[src/rtl/dmem_arbiter.sv]
// Round-robin two-port arbiter and single-cycle access sequencer for the
// single-ported data memory; port 0 = memory stage, port 1 = loader/debug DMA.
//
// state  | meaning
// IDLE   | waiting for a request; grant is chosen and memory lines registered
// ACCESS | memory enables high for exactly one cycle; read data captured
// DONE   | ack of the granted port high; returns to IDLE unconditionally
module dmem_arbiter #(
    parameter int ADDR_W = 8,
    parameter int DATA_W = 8
) (
    input  logic              clk,
    input  logic              rst,
    input  logic              p0_req,
    input  logic              p0_we,
    input  logic [ADDR_W-1:0] p0_addr,
    input  logic [DATA_W-1:0] p0_wdata,
    output logic              p0_ack,
    output logic [DATA_W-1:0] p0_rdata,
    input  logic              p1_req,
    input  logic              p1_we,
    input  logic [ADDR_W-1:0] p1_addr,
    input  logic [DATA_W-1:0] p1_wdata,
    output logic              p1_ack,
    output logic [DATA_W-1:0] p1_rdata,
    output logic              busy,
    output logic [ADDR_W-1:0] mem_adr,
    output logic [DATA_W-1:0] mem_wdata,
    output logic              mem_rd_en,
    output logic              mem_wr_en,
    input  logic [DATA_W-1:0] mem_rdata
);

    typedef enum logic [1:0] {
        IDLE   = 2'd0,
        ACCESS = 2'd1,
        DONE   = 2'd2
    } state_t;

    state_t state;
    logic   last_grant;
    logic   gnt_id;
    logic   sel;

    // On a tie the port that did not win last time is served.
    always_comb begin
        sel = p1_req;
        if (p0_req && p1_req) begin
            sel = ~last_grant;
        end
    end

    assign busy = (state != IDLE);

    always_ff @(posedge clk) begin
        if (rst) begin
            state      <= IDLE;
            last_grant <= 1'b1;
            gnt_id     <= 1'b0;
            mem_adr    <= '0;
            mem_wdata  <= '0;
            mem_rd_en  <= 1'b0;
            mem_wr_en  <= 1'b0;
            p0_ack     <= 1'b0;
            p1_ack     <= 1'b0;
            p0_rdata   <= '0;
            p1_rdata   <= '0;
        end else begin
            case (state)
                IDLE: begin
                    if (p0_req || p1_req) begin
                        state      <= ACCESS;
                        last_grant <= sel;
                        gnt_id     <= sel;
                        if (sel) begin
                            mem_adr   <= p1_addr;
                            mem_wdata <= p1_wdata;
                            mem_wr_en <= p1_we;
                            mem_rd_en <= ~p1_we;
                        end else begin
                            mem_adr   <= p0_addr;
                            mem_wdata <= p0_wdata;
                            mem_wr_en <= p0_we;
                            mem_rd_en <= ~p0_we;
                        end
                    end
                end
                ACCESS: begin
                    state     <= DONE;
                    mem_rd_en <= 1'b0;
                    mem_wr_en <= 1'b0;
                    if (mem_rd_en) begin
                        if (gnt_id) begin
                            p1_rdata <= mem_rdata;
                        end else begin
                            p0_rdata <= mem_rdata;
                        end
                    end
                    if (gnt_id) begin
                        p1_ack <= 1'b1;
                    end else begin
                        p0_ack <= 1'b1;
                    end
                end
                DONE: begin
                    state  <= IDLE;
                    p0_ack <= 1'b0;
                    p1_ack <= 1'b0;
                end
                default: begin
                    state <= IDLE;
                end
            endcase
        end
    end

endmodule

[config.mk]
export PLATFORM = sky130hd
export DESIGN_NAME = dmem_arbiter
export DESIGN_NICKNAME = d
export VERILOG_FILES = /design/src/rtl/dmem_arbiter.sv
export SDC_FILE = /design/constraint.sdc
export NUM_CORES = 1
export LEC_CHECK = 0
export CORE_MARGIN = 1.5
export CORE_UTILIZATION = 35
export DETAILED_ROUTE_END_ITERATION = 10
export PLACE_DENSITY = 0.78
export SETUP_SLACK_MARGIN = 0.2
export SYNTH_ARGS = -nofsm -noshare
export SYNTH_HDL_FRONTEND = slang
export SYNTH_SLANG_ARGS = --single-unit
[constraint.sdc]
create_clock -name clk -period 1.4 [get_ports clk]
set_clock_uncertainty 0.1 [all_clocks]
set_input_delay 0.14 -clock clk [delete_from_list [all_inputs] [get_ports clk]]
set_output_delay 0.14 -clock clk [all_outputs]
set_load 0.02 [all_outputs]
**Word level (Yosys, flattened, before mapping)**

Index checks and enable logic that the tools add are counted.
Widths: inputs -> output; s select.

- Register bits after elaboration: 40
- Input bits: 46
- Output and inout bits: 37
- Word-level logic and storage cells: 47

- Eq/ne operators: 5
- Muxes and demuxes: 15
- Bitwise logic cells: 4
- Reduce and logical (&&, ||, !) cells: 12

Operators with widths:

| cell | number |
|---|---|
| $mux 8 | 2 |
| $pmux 1 s2 | 4 |
| $reduce_and 2->1 | 4 |
| $mux 1 | 7 |
| $ne 2x2->1 const B | 3 |
| $reduce_and 3->1 | 2 |
| $reduce_bool 2->1 | 3 |
| $not 1->1 | 4 |
| $pmux 2 s2 | 1 |
| $eq 2x1->1 const B | 1 |
| $eq 2x2->1 const B | 1 |
| $logic_not 2->1 | 1 |
| $mux 2 | 1 |
| $logic_and 1x1->1 | 1 |
| $logic_or 1x1->1 | 1 |

**Logic depth before layout (Yosys ltp)**

Gate-level depths: netlist of run 1.

- Depth after elaboration: 5
- Depth in mapped cells: 5
- Mapped depth without buffers: 4

**Worst setup path after synthesis of run 1**

OpenSTA, ideal clock, no wires.

- Path kind: flip-flop to flip-flop
- Start point: register state[0]
- End point: register mem_adr[7]
- Library setup time: 0.088 ns
- Arrival: 1.194 ns
- Data required time: 1.212 ns
- Setup slack: 0.018 ns
- Stages on the path, launching flop included: 6
- Path buffers: 1
- Period minus slack after synthesis: 1.382 ns
- Cells stage by stage: dfxtp_1 -> or2_4 -> nor2_8 -> buf_4 -> nor2_1 -> a311oi_2

- Longest elaborated chain between the ends: 2

RTL lines:

| element | RTL line | RTL |
|---|---|---|
| start: declaration | 40 | `state_t state;` |
| start signal: assignment | 57 | `state <= IDLE;` |
| start signal: assignment | 72 | `state <= ACCESS;` |
| start signal: assignment | 89 | `state <= DONE;` |
| $logic_not 2->1 | 69 | `case (state)` |
| $reduce_and 2->1 (no line) | n/a |  |
| end signal: assignment | 76 | `mem_adr <= p1_addr;` |
| end signal: assignment | 81 | `mem_adr <= p0_addr;` |
| end: declaration | 27 | `output logic [ADDR_W-1:0] mem_adr,` |

No other way between the ends.
A chain may end at the register's enable or synchronous reset.

**Final worst setup path of run 1**

- Start point: register state[0]
- End point: register mem_wdata[2]

- Longest elaborated chain between the ends: 2

RTL lines:

| element | RTL line | RTL |
|---|---|---|
| $logic_not 2->1 | 69 |  |
| $reduce_and 2->1 (no line) | n/a |  |
| end signal: assignment | 77 | `mem_wdata <= p1_wdata;` |
| end signal: assignment | 82 | `mem_wdata <= p0_wdata;` |
| end: declaration | 28 | `output logic [DATA_W-1:0] mem_wdata,` |

No other way between the ends.

==> metrics.md, run 1 <==
| Metric | Value |
|---|---|
| H-tree Lvls | 2 |
| Synthesis Warnings | 0 |
| Most frequent cells in the layout | 51 x nand2_1, 43 x clkdlybuf4s50_1, 37 x dfxtp_1, 21 x nor2_1, 20 x clkbuf_2 |
| Post-Syn Nets | about 240 |
| Die Wd | 71.1 µm |
| Async set or reset register ratio after synthesis | 0% |
| Detailed-route wire length | between 4000 and 5000 µm |
| Die H | just over 70 µm |
| Vias in the first global route | roughly 1600 |
| CP Capture Type | flop |
| Fillers | about 350 |
| Area of the mapped netlist | about 0.0016 mm² |
| Largest net degree at the start of global routing | 30 |
| DRT met1 WL | between 1500 and 2000 µm |
| Slew @ Worst Pin | 0.293 ns |
| Syn Area/Cell | between 8 and 9 µm² |
| LEAKAGE | roughly 1.2 nW |
| Area contributors post-synth | dfxtp_1 49%, nand2_1 12%, a311oi_1 7.6% |
| Arr. time, crit path | 1.55 ns |
| DR WL/cell | about 14 µm |
| Metal2 WL | approximately 2400 µm |
| Final setup margin | -0.0532 ns |
| Post-place setup slack | -0.269 ns |
| Starting Density | approximately 37% |
| Most common cell after layout, fill and taps aside | nand2_1 |
| RePlAce Congestion | just under 0.8 |
| Setup CP Type | reg2reg |
| Post-synthesis cell type count | 24 |
| Layout cells sized above 1 | 28.9% |
| N_diodes | 0 |
| CTS tree | yes |
| Post-Syn Instances | 190 |
| Via count | 1681 |
| Max-Slew Margin vs Limit | roughly 80% |
| Dominant synthesized flop cell | dfxtp_1 |
| Via-to-Cell Ratio | about 4.9 |
| Die Area | roughly 0.0051 mm² |
| Number of max-cap violations | 0 |
| Final setup viols | 19 |
| DP HPWL | roughly 3000 µm |
| Final hold violation count | 0 |
| P&R area growth vs syn | 78.0% |
| All-layer global routing usage | 18.4% |
| I/O pin total | 83 |
| Max Slew Vio Count | 0 |
| Overall power | roughly 3 mW |
| ANT nets after route | 0 |
| RSZ-0062 raised after global routing | yes |
| First-pass detailed-route iteration total | 4 |
| Crit path required time | roughly 1.5 ns |
| Startpoint Class | flop |
| Cell taking the most area after synthesis | dfxtp_1 |
| Hold Crit Class | in2reg |
| Clock sinks | 40 |
| Highest routed layer | met4 |
| I/O Buffers | 82 |
| Met3 WL post-DR | between 200 and 300 µm |
| Seq/Total Area, Yosys | between 40% and 50% |
| CTS max path bufs | 2 |
| Status | complete, but fails checks |
| Maximum clock rate | about 690 MHz |
| DRC viols | 0 |
| First-pass GRT wire length | between 7000 and 8000 µm |
| Total CTS buffers | 5 |
| CTS root buf | clkbuf_8 |
| PwrDens | ~1100 mW/mm² |
| Failing checks | setup timing |
| Total gr overflow | 0 |
| Row count | 24 |
| Crit share post-route | 104% |
| Initial DRC count | 56 |
| Min cycle time layout | about 1.5 ns |
| Clk_lat worst skew | slightly below 0.3 ns |
| Reg2Reg Setup Slack | -0.05 ns |
| Worst-path clk slew | 0.08 ns |
| #FFs+latches synth | 40 |
| Core ar. | ~0.0044 mm² |
| Crit path max fanout | 6 |
| Post-synth EDFFs | 0 |
| Top-area cell type share of the netlist area | 49.3% |
| Worst VDD drop | about 670 µV |
| Nets@finish | about 340 |
| Initial antenna violation count | 0 |
==> cell usage after synthesis, drive strengths merged, types with 3 or more instances <==
cell type	instances
a21oi	12
a311oi	16
buf	7
clkbuf	4
dfxtp	40
mux2i	9
nand2	54
nand2b	3
nor2	30
nor2b	3
==> per-layer routing <==
layer / vias up / GRT usage, %
met5: - / 0
met4: 0 / 6.92
met1: 770 / 22.6
met2: 57 / 32.0
li1: 849 / -
met3: 5 / 3.56
==> stage by stage <==
step                      area [µm²]  hold slack, ns  TNS (ns)  utilization (%)  std cells
after floorplan                 1650           0.176         0                -        190
after detailed placement        2580           0.346     -4.69             58.6        324
after global placement          2580           0.341     -4.11             58.6        324
after global routing            2890           0.326     -1.33             65.5        343
final                           2890           0.311    -0.484             65.5        343
after CTS                       2890           0.313   -0.0947             65.4        340
==> cell type report <==
type                       count  area [µm²]  area share, %
tap                           52        65.1           2.25
clock inverter                 2        35.0           1.21
timing repair buffer         104        1040           36.0
multi-input combinational    139         871           30.1
sequential                    40         807           27.9
clock buffer                   6        72.6           2.51
==> report_power, final <==
group	switching (mW)	total (mW)	internal, mW
sequential	0.0542	1.27	1.22
combinational	0.385	0.849	0.465
clock	0.391	0.920	0.529
==> worst paths after layout <==
path / start / to / cells after the start
worst min register to register: p1_rdata[7]$_SDFFE_PP0P_ / p1_rdata[7]$_SDFFE_PP0P_ / 2
worst max-delay path: state[0]$_SDFFE_PP0P_ / mem_wdata[2]$_SDFFE_PP0P_ / 6
worst min-delay path: p1_wdata[1] / mem_wdata[1]$_SDFFE_PP0P_ / 3
worst max register to register: state[0]$_SDFFE_PP0P_ / mem_wdata[2]$_SDFFE_PP0P_ / 6
==> cells by family (layout without fill, tap and decap cells) <==
| logic type | after synthesis | after routing | share of synthesized area [%] |
|---|---|---|---|
| AOI/OAI and AO/OA | 32 | 32 | 15.3 |
| buffers and inverters | 11 | 112 | 3.93 |
| DFF | 40 | 40 | 49.3 |
| muxes | 9 | 9 | 5.55 |
| and+or+nand+nor | 98 | 98 | 25.9 |
==> sequential cells by signal, indices dropped and copies added, names as in the netlist <==
signal and count:
mem_adr 8, p1_rdata 8, p1_ack 1, last_grant 1, p0_rdata 8, gnt_id 1, state 2, p0_ack 1
mem_rd_en 1, mem_wdata 8, mem_wr_en 1
==> worst max-delay path, stage by stage (launching register included) <==
cell,delay (ns)
dfxtp_4,0.34
or2_4,0.28
nor2_8,0.15
buf_12,0.13
buf_12,0.11
nor2_1,0.04
a311oi_1,0.21
==> what timing repair did <==
item,CTS,global route
hold buffers,0,0
resized for setup,85,51
setup endpoints to repair,73,66
setup buffers,5,2
cloned,3,1
pin swaps,5,4
No activity file was read; power rests on OpenSTA's default activity.
==> run 2, diff against run 1 <==
--- a/config.mk
+++ b/config.mk
@@ -8,6 +8,7 @@
 export CORE_MARGIN = 1.5
 export CORE_UTILIZATION = 35
 export DETAILED_ROUTE_END_ITERATION = 10
+export GPL_ROUTABILITY_DRIVEN = 0
 export PLACE_DENSITY = 0.78
 export SETUP_SLACK_MARGIN = 0.2
 export SYNTH_ARGS = -nofsm -noshare
==> results of run 2 <==
Same layout as run 1: the final DEF is identical, and so are final timing and power.
